## config.mk

```make
export PLATFORM = sky130hd
export DESIGN_NAME = mem_access_flat
export DESIGN_NICKNAME = d
export VERILOG_FILES = /design/src/rtl/mem_access_if.sv /design/src/rtl/mem_access.sv /design/src/flat_wrapper.sv
export SDC_FILE = /design/constraint.sdc
export NUM_CORES = 1
export LEC_CHECK = 0
export ABC_AREA = 1
export ABC_CLOCK_PERIOD_IN_PS = 2600
export CAP_MARGIN = 5
export CORE_ASPECT_RATIO = 1.4
export CORE_MARGIN = 5
export CORE_UTILIZATION = 38
export DETAILED_ROUTE_END_ITERATION = 7
export PLACE_DENSITY = 0.87
export SETUP_SLACK_MARGIN = 0.05
export SLEW_MARGIN = 20
export SYNTH_ARGS = -nofsm -noshare
export SYNTH_HDL_FRONTEND = slang
export SYNTH_SLANG_ARGS = --single-unit
```

## constraint.sdc

```tcl
create_clock -name clk -period 2.6 [get_ports clk]
set_input_delay 0.26 -clock clk [delete_from_list [all_inputs] [get_ports clk]]
set_output_delay 0.26 -clock clk [all_outputs]
set_load 0.1 [all_outputs]
```

## src/rtl/mem_access_if.sv

```systemverilog
// Byte-wide memory request/response bus between the memory-access stage and the memory controller.
// Handshake: a request transfers on a rising edge where mreq_valid && mreq_ready; while mreq_valid is
// high the request fields are held stable until that edge. Read bytes come back on mresp_valid, one per
// cycle, in request order, at least one cycle after acceptance; there is no back-pressure on responses.
interface mem_access_if;
  logic        mreq_valid;
  logic        mreq_we;
  logic [31:0] mreq_addr;
  logic [7:0]  mreq_wdata;
  logic        mreq_ready;
  logic        mresp_valid;
  logic [7:0]  mresp_data;

  modport master (
    output mreq_valid, mreq_we, mreq_addr, mreq_wdata,
    input  mreq_ready, mresp_valid, mresp_data
  );

  modport slave (
    input  mreq_valid, mreq_we, mreq_addr, mreq_wdata,
    output mreq_ready, mresp_valid, mresp_data
  );
endinterface

```

## src/rtl/mem_access.sv

```systemverilog
// Memory-access stage: splits LB/LH/LW/LBU/LHU/SB/SH/SW into little-endian byte requests.
// Define MEM_MISALIGN_CHK_EN to trap misaligned half/word accesses instead of running them byte-serially.
module mem_access (
  input  logic                clk,
  input  logic                rst,
  input  logic                rdy,
  input  logic                stall_hold,
  input  logic [31:0]         mac_pc,
  input  logic [31:0]         mac_mem_addr,
  input  logic [31:0]         mac_reg2,
  input  logic [4:0]          mac_wd,
  input  logic                mac_wreg,
  input  logic [31:0]         mac_wdata,
  input  logic [7:0]          mac_aluop,
  mem_access_if.master        mem,
  output logic                stallreq,
  output logic [4:0]          wb_wd,
  output logic                wb_wreg,
  output logic [31:0]         wb_wdata,
  output logic [31:0]         wb_pc,
  output logic                mem_misalign,
  output logic [1:0]          dbg_state_o
);

  localparam logic [7:0] OP_LB  = 8'hE0;
  localparam logic [7:0] OP_LH  = 8'hE1;
  localparam logic [7:0] OP_LW  = 8'hE3;
  localparam logic [7:0] OP_LBU = 8'hE4;
  localparam logic [7:0] OP_LHU = 8'hE5;
  localparam logic [7:0] OP_SB  = 8'hE8;
  localparam logic [7:0] OP_SH  = 8'hE9;
  localparam logic [7:0] OP_SW  = 8'hEB;

  typedef enum logic [1:0] {
    S_IDLE  = 2'd0,
    S_ISSUE = 2'd1,
    S_WAIT  = 2'd2,
    S_DONE  = 2'd3
  } state_e;

  state_e      state_q, state_d;
  logic [2:0]  issue_cnt_q, issue_cnt_d;
  logic [2:0]  recv_cnt_q, recv_cnt_d;
  logic [31:0] buf_q, buf_d;
  logic        misalign_q, misalign_d;

  logic        is_byte, is_half, is_word;
  logic        is_load, is_store, is_mem;
  logic        misalign_now;
  logic [2:0]  n_bytes;
  logic        req_valid;
  logic        req_fire;
  logic [31:0] load_result;

  always_comb begin
    is_byte  = mac_aluop inside {OP_LB, OP_LBU, OP_SB};
    is_half  = mac_aluop inside {OP_LH, OP_LHU, OP_SH};
    is_word  = mac_aluop inside {OP_LW, OP_SW};
    is_load  = mac_aluop inside {OP_LB, OP_LH, OP_LW, OP_LBU, OP_LHU};
    is_store = mac_aluop inside {OP_SB, OP_SH, OP_SW};
    is_mem   = is_load || is_store;
    n_bytes  = is_word ? 3'd4 : (is_half ? 3'd2 : 3'd1);
  end

`ifdef MEM_MISALIGN_CHK_EN
  assign misalign_now = (is_half && mac_mem_addr[0]) ||
                        (is_word && (mac_mem_addr[1:0] != 2'b00));
`else
  assign misalign_now = 1'b0;
`endif

  // rdy low freezes every register, including anything a response would have written.
  always_ff @(posedge clk) begin
    if (rst) begin
      state_q     <= S_IDLE;
      issue_cnt_q <= 3'd0;
      recv_cnt_q  <= 3'd0;
      buf_q       <= 32'd0;
      misalign_q  <= 1'b0;
    end else if (rdy) begin
      state_q     <= state_d;
      issue_cnt_q <= issue_cnt_d;
      recv_cnt_q  <= recv_cnt_d;
      buf_q       <= buf_d;
      misalign_q  <= misalign_d;
    end
  end

  always_comb begin
    state_d     = state_q;
    issue_cnt_d = issue_cnt_q;
    recv_cnt_d  = recv_cnt_q;
    buf_d       = buf_q;
    misalign_d  = misalign_q;
    req_valid   = 1'b0;
    req_fire    = 1'b0;

    // Responses land in arrival order; they may overlap with later requests still being issued.
    if ((state_q == S_ISSUE || state_q == S_WAIT) && is_load && mem.mresp_valid) begin
      buf_d[{recv_cnt_q[1:0], 3'b000} +: 8] = mem.mresp_data;
      recv_cnt_d = recv_cnt_q + 3'd1;
    end

    case (state_q)
      S_IDLE: begin
        if (is_mem) begin
          issue_cnt_d = 3'd0;
          recv_cnt_d  = 3'd0;
          buf_d       = 32'd0;
          if (misalign_now) begin
            state_d    = S_DONE;
            misalign_d = 1'b1;
          end else begin
            state_d    = S_ISSUE;
            misalign_d = 1'b0;
          end
        end
      end
      S_ISSUE: begin
        req_valid = rdy && !rst;
        req_fire  = req_valid && mem.mreq_ready;
        if (req_fire) issue_cnt_d = issue_cnt_q + 3'd1;
        if (issue_cnt_d == n_bytes) begin
          state_d = (is_store || recv_cnt_d == n_bytes) ? S_DONE : S_WAIT;
        end
      end
      S_WAIT: begin
        if (recv_cnt_d == n_bytes) state_d = S_DONE;
      end
      S_DONE: begin
        if (!stall_hold) begin
          state_d    = S_IDLE;
          misalign_d = 1'b0;
        end
      end
      default: state_d = S_IDLE;
    endcase
  end

  assign mem.mreq_valid = req_valid;
  assign mem.mreq_we    = req_valid && is_store;
  assign mem.mreq_addr  = req_valid ? (mac_mem_addr + {29'd0, issue_cnt_q}) : 32'd0;
  assign mem.mreq_wdata = (req_valid && is_store) ? mac_reg2[{issue_cnt_q[1:0], 3'b000} +: 8] : 8'd0;

  always_comb begin
    case (mac_aluop)
      OP_LB:   load_result = {{24{buf_q[7]}}, buf_q[7:0]};
      OP_LBU:  load_result = {24'd0, buf_q[7:0]};
      OP_LH:   load_result = {{16{buf_q[15]}}, buf_q[15:0]};
      OP_LHU:  load_result = {16'd0, buf_q[15:0]};
      default: load_result = buf_q;
    endcase
  end

  // Register write is suppressed while the op is in flight so a held pipeline never commits early.
  always_comb begin
    stallreq     = 1'b0;
    wb_wd        = mac_wd;
    wb_pc        = mac_pc;
    wb_wdata     = mac_wdata;
    wb_wreg      = mac_wreg;
    mem_misalign = 1'b0;
    if (!rst) begin
      case (state_q)
        S_IDLE: begin
          if (is_mem) begin
            stallreq = 1'b1;
            wb_wreg  = 1'b0;
          end
        end
        S_ISSUE, S_WAIT: begin
          stallreq = 1'b1;
          wb_wreg  = 1'b0;
        end
        S_DONE: begin
`ifdef MEM_MISALIGN_CHK_EN
          mem_misalign = misalign_q;
`endif
          wb_wreg = mac_wreg && is_load && !misalign_q;
          if (is_load && !misalign_q) wb_wdata = load_result;
        end
        default: ;
      endcase
    end
  end

  assign dbg_state_o = state_q;

  a_req_only_in_issue: assert property (@(posedge clk) disable iff (rst)
    mem.mreq_valid |-> state_q == S_ISSUE);
  a_issue_bounded: assert property (@(posedge clk) disable iff (rst)
    issue_cnt_q <= 3'd4 && recv_cnt_q <= 3'd4);

  logic unused_ok;
  assign unused_ok = is_byte;

endmodule

```

## src/flat_wrapper.sv

```systemverilog
// flat-port wrapper written by rule: the top's interface ports become plain ports
module mem_access_flat 
  (clk, rst, rdy, stall_hold, mac_pc, mac_mem_addr, mac_reg2, mac_wd, mac_wreg, mac_wdata, mac_aluop, stallreq, wb_wd, wb_wreg, wb_wdata, wb_pc, mem_misalign, dbg_state_o, mem_mreq_valid, mem_mreq_we, mem_mreq_addr, mem_mreq_wdata, mem_mreq_ready, mem_mresp_valid, mem_mresp_data);
  mem_access_if mem_i ();
  input  logic clk;
  input  logic rst;
  input  logic rdy;
  input  logic stall_hold;
  input  logic [31:0] mac_pc;
  input  logic [31:0] mac_mem_addr;
  input  logic [31:0] mac_reg2;
  input  logic [4:0] mac_wd;
  input  logic mac_wreg;
  input  logic [31:0] mac_wdata;
  input  logic [7:0] mac_aluop;
  output logic stallreq;
  output logic [4:0] wb_wd;
  output logic wb_wreg;
  output logic [31:0] wb_wdata;
  output logic [31:0] wb_pc;
  output logic mem_misalign;
  output logic [1:0] dbg_state_o;
  output wire logic [$bits(mem_i.mreq_valid)-1:0] mem_mreq_valid;
  output wire logic [$bits(mem_i.mreq_we)-1:0] mem_mreq_we;
  output wire logic [$bits(mem_i.mreq_addr)-1:0] mem_mreq_addr;
  output wire logic [$bits(mem_i.mreq_wdata)-1:0] mem_mreq_wdata;
  input wire logic [$bits(mem_i.mreq_ready)-1:0] mem_mreq_ready;
  input wire logic [$bits(mem_i.mresp_valid)-1:0] mem_mresp_valid;
  input wire logic [$bits(mem_i.mresp_data)-1:0] mem_mresp_data;
  assign mem_mreq_valid = mem_i.mreq_valid;
  assign mem_mreq_we = mem_i.mreq_we;
  assign mem_mreq_addr = mem_i.mreq_addr;
  assign mem_mreq_wdata = mem_i.mreq_wdata;
  assign mem_i.mreq_ready = mem_mreq_ready;
  assign mem_i.mresp_valid = mem_mresp_valid;
  assign mem_i.mresp_data = mem_mresp_data;
  mem_access u_core (.clk(clk), .rst(rst), .rdy(rdy), .stall_hold(stall_hold), .mac_pc(mac_pc), .mac_mem_addr(mac_mem_addr), .mac_reg2(mac_reg2), .mac_wd(mac_wd), .mac_wreg(mac_wreg), .mac_wdata(mac_wdata), .mac_aluop(mac_aluop), .mem(mem_i), .stallreq(stallreq), .wb_wd(wb_wd), .wb_wreg(wb_wreg), .wb_wdata(wb_wdata), .wb_pc(wb_pc), .mem_misalign(mem_misalign), .dbg_state_o(dbg_state_o));
endmodule
```

### Word level (Yosys, flattened, before mapping)

Cells that the tools add are included.

| storage, ports and cells | value |
|---|---|
| output and inout bits | 116 |
| register bits after elaboration | 41 |
| word-level logic and storage cells | 88 |
| input port bits | 156 |

| operators by class | value |
|---|---|
| eq/ne operators | 17 |
| reductions and logical operators | 24 |
| $add $sub $neg | 4 |
| muxes and demuxes | 35 |
| shift operators | 3 |

Operator list:

| kind | number |
|---|---|
| 32-bit 2-to-1 mux | 7 |
| 32-bit case mux with 4 select lines | 1 |
| 8-bit equality test (second input constant) | 8 |
| 32-bit by 3-bit adder with 32-bit output | 1 |
| 32-bit bitwise mux | 1 |
| 8-bit by 7-bit variable shift with 32-bit output (first input constant) | 1 |
| 32-bit by 6-bit variable part select with 8-bit output | 1 |
| 8-bit by 7-bit variable part select with 32-bit output | 1 |
| 3-bit 2-to-1 mux | 7 |
| 2-bit 2-to-1 mux | 5 |
| 1-bit logical AND | 8 |
| 1-bit 2-to-1 mux | 8 |
| 8-bit 2-to-1 mux | 1 |
| 2-bit case mux with 4 select lines | 1 |
| 5-bit negation with 7-bit output | 1 |
| 3-bit by 1-bit adder with 3-bit output (second input constant) | 2 |
| 3-bit equality test | 2 |
| 2-bit != test (second input constant) | 3 |
| 3-bit case mux with 2 select lines | 1 |
| 2-bit nonzero test | 3 |
| 3-bit nonzero test | 2 |
| 5-bit AND reduction | 1 |
| 5-bit nonzero test | 1 |
| 2-bit equality test (second input constant) | 2 |
| other kinds (10) | 14 |

### Longest topological paths before layout

Gate-level depths: netlist of the first run.

| logic depth | value |
|---|---|
| word-level depth | 10 |
| mapped depth | 16 |
| mapped depth without buffers | 16 |

### Worst setup path before layout of the first run

Ideal clock, no wire load.

| timing | value |
|---|---|
| path type | register -> output |
| start point | register u_core.state_q[0], in the netlist u_core.dbg_state_o[0] |
| end point | output mem_mreq_wdata[0] |
| path buffers | 1 |
| data required time | 2.340 ns |
| arrival time | 4.993 ns |
| setup slack | -2.653 ns |
| stages on the path, launching flop included | 7 |
| path through | dfxtp_1 > ha_1 > clkbuf_1 > nand3_1 > nor2_1 > inv_1 > a21oi_1 |

| between the ends | value |
|---|---|
| word-level cells in the longest chain between the ends | 4 |

Ends and longest elaborated chain:

| what | line | RTL |
|---|---|---|
| start, declared | mem_access.sv:41 | `state_e state_q, state_d;` |
| start signal, assigned | mem_access.sv:81 | `state_q <= state_d;` |
| 2-bit by 1-bit equality test with 1-bit output | mem_access.sv:104 | `case (state_q)` |
| 1-bit 2-to-1 mux | mem_access.sv:104 |  |
| 1-bit logical AND | -- |  |
| net mem_mreq_we | flat_wrapper.sv:24 | `output wire logic [$bits(mem_i.mreq_we)-1:0] mem_mreq_we;` |
| 8-bit 2-to-1 mux | mem_access.sv:143 | `assign mem.mreq_wdata = (req_valid && is_store) ? mac_reg2[{issue_cnt_q[1:0], 3'b000} +: 8] : 8'd0;` |
| end, declared | flat_wrapper.sv:26 | `output wire logic [$bits(mem_i.mreq_wdata)-1:0] mem_mreq_wdata;` |

The timed path passes the listed nets, and every way through them passes these cells.

### Final worst setup path of the first run

| timing | value |
|---|---|
| start point | input mac_mem_addr[19] |
| end point | output mem_mreq_addr[25] |

| between the ends | value |
|---|---|
| word-level cells in the longest chain between the ends | 2 |

Ends and longest elaborated chain:

| what | line | RTL |
|---|---|---|
| start, declared | flat_wrapper.sv:10 | `input logic [31:0] mac_mem_addr;` |
| 32-bit by 3-bit adder with 32-bit output | mem_access.sv:142 | `assign mem.mreq_addr = req_valid ? (mac_mem_addr + {29'd0, issue_cnt_q}) : 32'd0;` |
| 32-bit 2-to-1 mux | mem_access.sv:142 |  |
| end, declared | flat_wrapper.sv:25 | `output wire logic [$bits(mem_i.mreq_addr)-1:0] mem_mreq_addr;` |

Every way passes these cells.

==> flow_summary.ini, run 1 <==
[drt]
drc = 0
drt-pass1-iter-count = 5
wire_per_inst_um = 19.5
antenna_left = 0
drtIter0Drc = 663
avgViaCountPerCell = 5.84
wirelength_um = 21500
num_vias = 6440

[setup_path]
crit_slowest_cell = clkdlybuf4s50_1
crit_type = input pin to output pin
max_stage_delay_ps = 680
cp.buffers_inverters = 2
cp.required_ps = 2340
cp.arrival_ps = 2730
path_delay_family = simple AND/OR/NAND/NOR gates
worstSetupStartpointType = input pin
crit_chain = clkdlybuf4s50_1 > nand2_1 > nor4_1 > nand4_1 > xor2_1 > nor2_2 > buf_12
cp_max_fo = 6
critPathCaptureType = output pin

[die]
core_region_area_um2 = 11400
die_h_um = 138
io_pins = 272
initial_core_util_pct = 39.1
dieArea_um2 = 14000
rows = 46
die_width_um = 102

[sta]
fin_crit_sh_pct = 115
period_needed_ps = 2990
grt_setup_unrepaired = yes
worst_pin_slew_ps = 581
fin_skew_ps = 4.21
fin_ws_ps = -392
fmax_ghz = 0.334
slew-limit-headroom_pct = 60.8
finalHoldViolCount = 0
finalSetupViolations = 15
fin_setup_tns_ps = -1930
whs_ps = 487
slew_violations = 0

[pwr]
internal-power_mw = 1.53
clockPowerShare_pct = 23.0
pwr-share-seq_pct = 24.5
total_power_mw = 2.65
switching_power_mw = 1.11
irDropWorstVdd_mv = 0.288
p_leak_nw = 3.52
p_comb_share_pct = 52.5
power.density_nw_per_um2 = 294
p_sw_share_pct = 42.0

[placed_design]
io_buffer_count = 196
place_hpwl_um = 15100
place_area_um2 = 8400
place_congestion = 0.955

[synthesis]
avgSynthCellArea_um2 = 6.09
yosysMostFrequentCell = nand2_1
synth_warnings = 0
synth_edf_count = 0
synth_fp_nets = 904
synth_cells = 732
netlist_area_um2 = 4460
netlist.area_leader.share_pct = 18.0
ys_async_sr_fraction_pct = 0
ys_seq_area_share_pct = 18.0
synth_top_cells_by_area = dfxtp_1 (18%), nand2_1 (15%), a21oi_1 (8.0%), nor2_1 (6.6%), buf_4 (6.4%)
synth_common_cells = nand2_1 (180), nor2_1 (79), a21oi_1 (71)
synth_cell_types = 40
synth-main-ff-cell = dfxtp_1
synth.largest_area_cell = dfxtp_1
synth-seq-cells = 40

[global_routing]
grt_overflow = 0
antenna_found_initial = 0
grt_util_all_layers_pct = 27.3
grt_pass1_wl_um = 31200
grt_pass1_vias = 6211
grt_max_degree = 39

[cells_and_area]
drive_above_1_share_pct = 35.5
fin_util_pct = 78.8
syn_to_final_growth_pct = 101
fill_cells = 639
fin_area_um2 = 8980
nets = 1130

[clock_tree]
path_clk_slew_ps = 60
clock_latency_ps = 290
htree_levels = 2
cts_tree = built
root_buffer = clkbuf_16
numCtsBuffers = 5
cts.sinks = 40
clk_path_buf_depth = 2

[status]
status = finished, violations left
violations = negative setup slack

[hold_path]
holdCritPathClass = flip-flop to flip-flop

[run]
maxCapViolCount = 0
cells by family after synthesis:
kind of cell / Yosys count / synth area share, %
flops: 40 / 18.0
xor+xnor: 7 / 1.37
simple gates: 339 / 32.5
compound gates: 188 / 27.9
other cells: 1 / 0.0841
fa+ha+maj: 16 / 4.66
buf+inv: 141 / 15.5
tightest hold or removal path: stages, from the launching register on:
cell	delay (ps)
dfxtp_1	320
nand2_1	60
a21oi_1	60
flip-flops by register name, indices dropped and copies added (netlist names):
register	flops
u_core.recv_cnt_q	3
u_core.buf_q	32
u_core.dbg_state_o	2
u_core.issue_cnt_q	3
worst paths after layout:
check,endpoint,start,cells after the start,slack [ps]
max,mem_mreq_addr[25],mac_mem_addr[19],7,-390
min,u_core.buf_q[30]$_SDFFE_PP0P_,u_core.buf_q[30]$_SDFFE_PP0P_,2,490
max reg2reg,u_core.buf_q[9]$_SDFFE_PP0P_,u_core.recv_cnt_q[1]$_SDFFE_PP0P_,8,300
min reg2reg,u_core.buf_q[30]$_SDFFE_PP0P_,u_core.buf_q[30]$_SDFFE_PP0P_,2,490
per-stage QoR:
stage	cells	setup slack, ps
after global routing	1102	-448
final	1103	-392
after CTS	1094	-50.9
after floorplan	732	-384
after global placement	1075	-220
after detailed placement	1075	-300
routing by layer:
layer / routed length, um / GRT usage, % / share of wire (%) / up-vias
met4: 964 / 10.7 / 4.5 / 0
met5: 0 / 0 / 0 / -
li1: - / - / - / 2893
met1: 7250 / 29.2 / 34 / 3006
met3: 1950 / 4.43 / 9.1 / 105
met2: 11300 / 51.6 / 53 / 436
timing repair:
action | CTS | global route
buffers inserted | 11 | 12
pin swaps | 23 | 23
endpoints found under the setup margin | 53 | 54
resized for setup | 39 | 58
cloned | 1 | 0
hold buffers | 0 | 0
power by group through the flow:
| stage | sequential [mW] | combinational (mW) | clock, mW |
|---|---|---|---|
| after detailed placement | 0.662 | 1.32 | 0 |
| after global placement | 0.661 | 1.30 | 0 |
| after global routing | 0.650 | 1.45 | 0.638 |
| final | 0.649 | 1.39 | 0.608 |
| after floorplan | 0.696 | 1.01 | 0 |
| after CTS | 0.647 | 1.34 | 0.611 |
cells in the final DEF (no fill, tap or decap), types with 3 or more instances in the layout:
| master | instances |
|---|---|
| nand2_1 | 157 |
| clkdlybuf4s50_1 | 107 |
| buf_12 | 84 |
| buf_4 | 76 |
| inv_1 | 52 |
| nor2_1 | 50 |
| a21oi_1 | 47 |
| nand3_1 | 35 |
| dfxtp_1 | 35 |
| o21ai_0 | 33 |
| o211ai_1 | 33 |
| a2bb2oi_4 | 24 |
| nand2_2 | 19 |
| nor2_4 | 16 |
| nor2_2 | 15 |
| a21oi_4 | 14 |
| inv_2 | 11 |
| a21oi_2 | 11 |
| ha_1 | 11 |
| nand4_1 | 10 |
| nor3_4 | 9 |
| dlygate4sd2_1 | 9 |
| buf_6 | 9 |
| o31ai_1 | 8 |
| nand2_4 | 5 |
| nor3_2 | 5 |
| clkbuf_16 | 5 |
| nor3_1 | 4 |
| xor2_1 | 4 |
| inv_4 | 4 |
| a211oi_1 | 4 |
| ha_4 | 4 |
| nand3_4 | 3 |
| nand3_2 | 3 |
| clkinv_1 | 3 |
| o21ai_2 | 3 |
| nand3b_1 | 3 |
| dfxtp_4 | 3 |
cell type report:
class / count / area [um2] / share of cell area (%)
Clock buffer: 5 / 125 / 1.39
Timing Repair Buffer: 288 / 3560 / 39.6
Clock inverter: 2 / 11.3 / 0.125
Tap cell: 144 / 180 / 2.01
Sequential cell: 40 / 815 / 9.07
Antenna cell: 1 / 2.50 / 0.0279
Multi-Input combinational cell: 551 / 4010 / 44.6
Inverter: 72 / 287 / 3.19
Note: power is estimated with default switching activity, not from simulation.
==> run 2, diff against run 1 <==
--- a/config.mk
+++ b/config.mk
@@ -18,3 +18,4 @@
 export SYNTH_ARGS = -nofsm -noshare
 export SYNTH_HDL_FRONTEND = slang
 export SYNTH_SLANG_ARGS = --single-unit
+export TNS_END_PERCENT = 20
==> flow_summary.ini, run 2 (synthesis gave the netlist of run 1 again) <==
[pwr]
clockPowerShare_pct = 27.9
irDropWorstVdd_mv = 0.343
power.density_nw_per_um2 = 320
internal-power_mw = 1.68
pwr-share-seq_pct = 23.4
p_sw_share_pct = 39.2
p_comb_share_pct = 48.7
p_leak_nw = 3.43
switching_power_mw = 1.09
total_power_mw = 2.77

[placed_design]
place_inst = 1072
place_worst_setup_slack_ps = -334
io_buffer_count = 196
place_hpwl_um = 14800
place_area_um2 = 7970
place_congestion = 0.948

[setup_path]
worstSetupStartpointType = flip-flop
cp.required_ps = 2340
cp_max_fo = 3
setup.worst_path.start = u_core.issue_cnt_q[0]$_SDFFE_PP0P_
cp.arrival_ps = 2680
timing.rr.start = u_core.recv_cnt_q[1]$_SDFFE_PP0P_
critPathCaptureType = output pin
crit_type = flip-flop to output pin

[die]
die_width_um = 102
dieArea_um2 = 14000
die_h_um = 138
rows = 46
io_pins = 272
initial_core_util_pct = 39.1
core_region_area_um2 = 11400

[status]
violations = negative setup slack
status = finished, violations left

[hold_path]
hp-start = u_core.buf_q[9]$_SDFFE_PP0P_
holdCritPathClass = flip-flop to flip-flop

[drt]
antenna_left = 0
wirelength_um = 20100
drc = 0
drtIter0Drc = 348
wire_per_inst_um = 18.2
avgViaCountPerCell = 5.68
drt-pass1-iter-count = 6
num_vias = 6275

[clock_tree]
numCtsBuffers = 5
path_clk_slew_ps = 60
cts.sinks = 40
htree_levels = 2
cts_tree = built
clk_path_buf_depth = 2
clock_latency_ps = 290
root_buffer = clkbuf_16
cts.hold.buffers_added = 0

[sta]
finalHoldViolCount = 0
fmax_ghz = 0.340
fin_crit_sh_pct = 113
finalSetupViolations = 18
fin_ws_ps = -343
grt_setup_unrepaired = yes
slew-limit-headroom_pct = 58.9
whs_ps = 483
period_needed_ps = 2940
worst_pin_slew_ps = 611
slew_violations = 0
fin_setup_tns_ps = -2490
fin_skew_ps = 7.92

[global_routing]
grt_max_degree = 37
grt_overflow = 0
met3_usage_pct = 4.43
busiest_layer = met2
grt_pass1_wl_um = 29300
antenna_found_initial = 0
grt_util_all_layers_pct = 25.3
grtUsageMet1_pct = 24.8
grt_pass1_vias = 6338
globalRouteMet2Util_pct = 47.6

[cells_and_area]
layout_common_cells = nand2_1 (166), clkdlybuf4s50_1 (105), buf_12 (80), buf_4 (80), nor2_1 (58)
diodes = 0
nets = 1131
layout_commonest_cell = nand2_1
drive_above_1_share_pct = 32.9
largest_reg_flops = 32
fin_area_um2 = 8640
syn_to_final_growth_pct = 93.8
regMostFlops = u_core.buf_q
largestRegisters = u_core.buf_q: 32 flops, u_core.issue_cnt_q: 3 flops, u_core.recv_cnt_q: 3 flops
fin_util_pct = 75.9
stdcell_count = 1104

[run]
maxCapViolCount = 0
run 2: cell count changes in the layout (fill, tap and decap cells not counted), moves of 5 or more:
cell / before / now
a2bb2oi_4: 24 / 4
nand2_2: 19 / 12
a2bb2oi_2: 0 / 20
nor2_2: 15 / 10
nor2_1: 50 / 58
nand2_1: 157 / 166
run 2: metal layers:
metal	share of wire, %	vias to the layer above
li1	-	2888
met1	32	2878
met2	53	396
met3	9.0	113
met4	6.0	0
met5	0	-
run 2: worst paths after layout:
path,endpoint,slack [ps],depth (start not counted)
setup / recovery,mem_mreq_addr[20],-340,16
hold / removal,u_core.buf_q[9]$_SDFFE_PP0P_,480,2
setup reg to reg,u_core.buf_q[8]$_SDFFE_PP0P_,380,8
hold reg to reg,u_core.buf_q[9]$_SDFFE_PP0P_,480,2
run 2: power by group through the flow:
stage	clock (mW)	combinational, mW	sequential [mW]
2_1_floorplan	0	0.975	0.696
3_3_place_gp	0	1.26	0.662
6_report	0.773	1.35	0.648
4_1_cts	0.774	1.31	0.648
5_1_grt	0.801	1.41	0.649
3_5_place_dp	0	1.28	0.662
run 2: critical path, cell delays in order, from the launching register on:
cell and delay, ps:
dfxtp_2 350, ha_4 160, fa_2 220, a21oi_2 70, nor2_2 170, nand2_2 120
nor2_4 150, nand3_2 120, nor2_4 160, nand3_2 90, nor2_1 130, nand2_1 100
inv_2 100, buf_6 110, a21oi_4 60, nor2_4 110, buf_12 180
run 2: layout make-up:
class | count | area, um2
clock buffer | 7 | 154
clock inverter | 1 | 30.0
fill | 715 | 2750
inverter | 72 | 283
multi-input combinational | 551 | 3670
sequential | 40 | 815
tap | 144 | 180
timing repair buffer | 289 | 3520
run 2: timing repair:
item                       4_1_cts  5_1_grt
gates resized for setup         47       39
cloned                           1        0
buffers inserted                16        8
pin swaps                       33       26
setup endpoints to repair       60       67
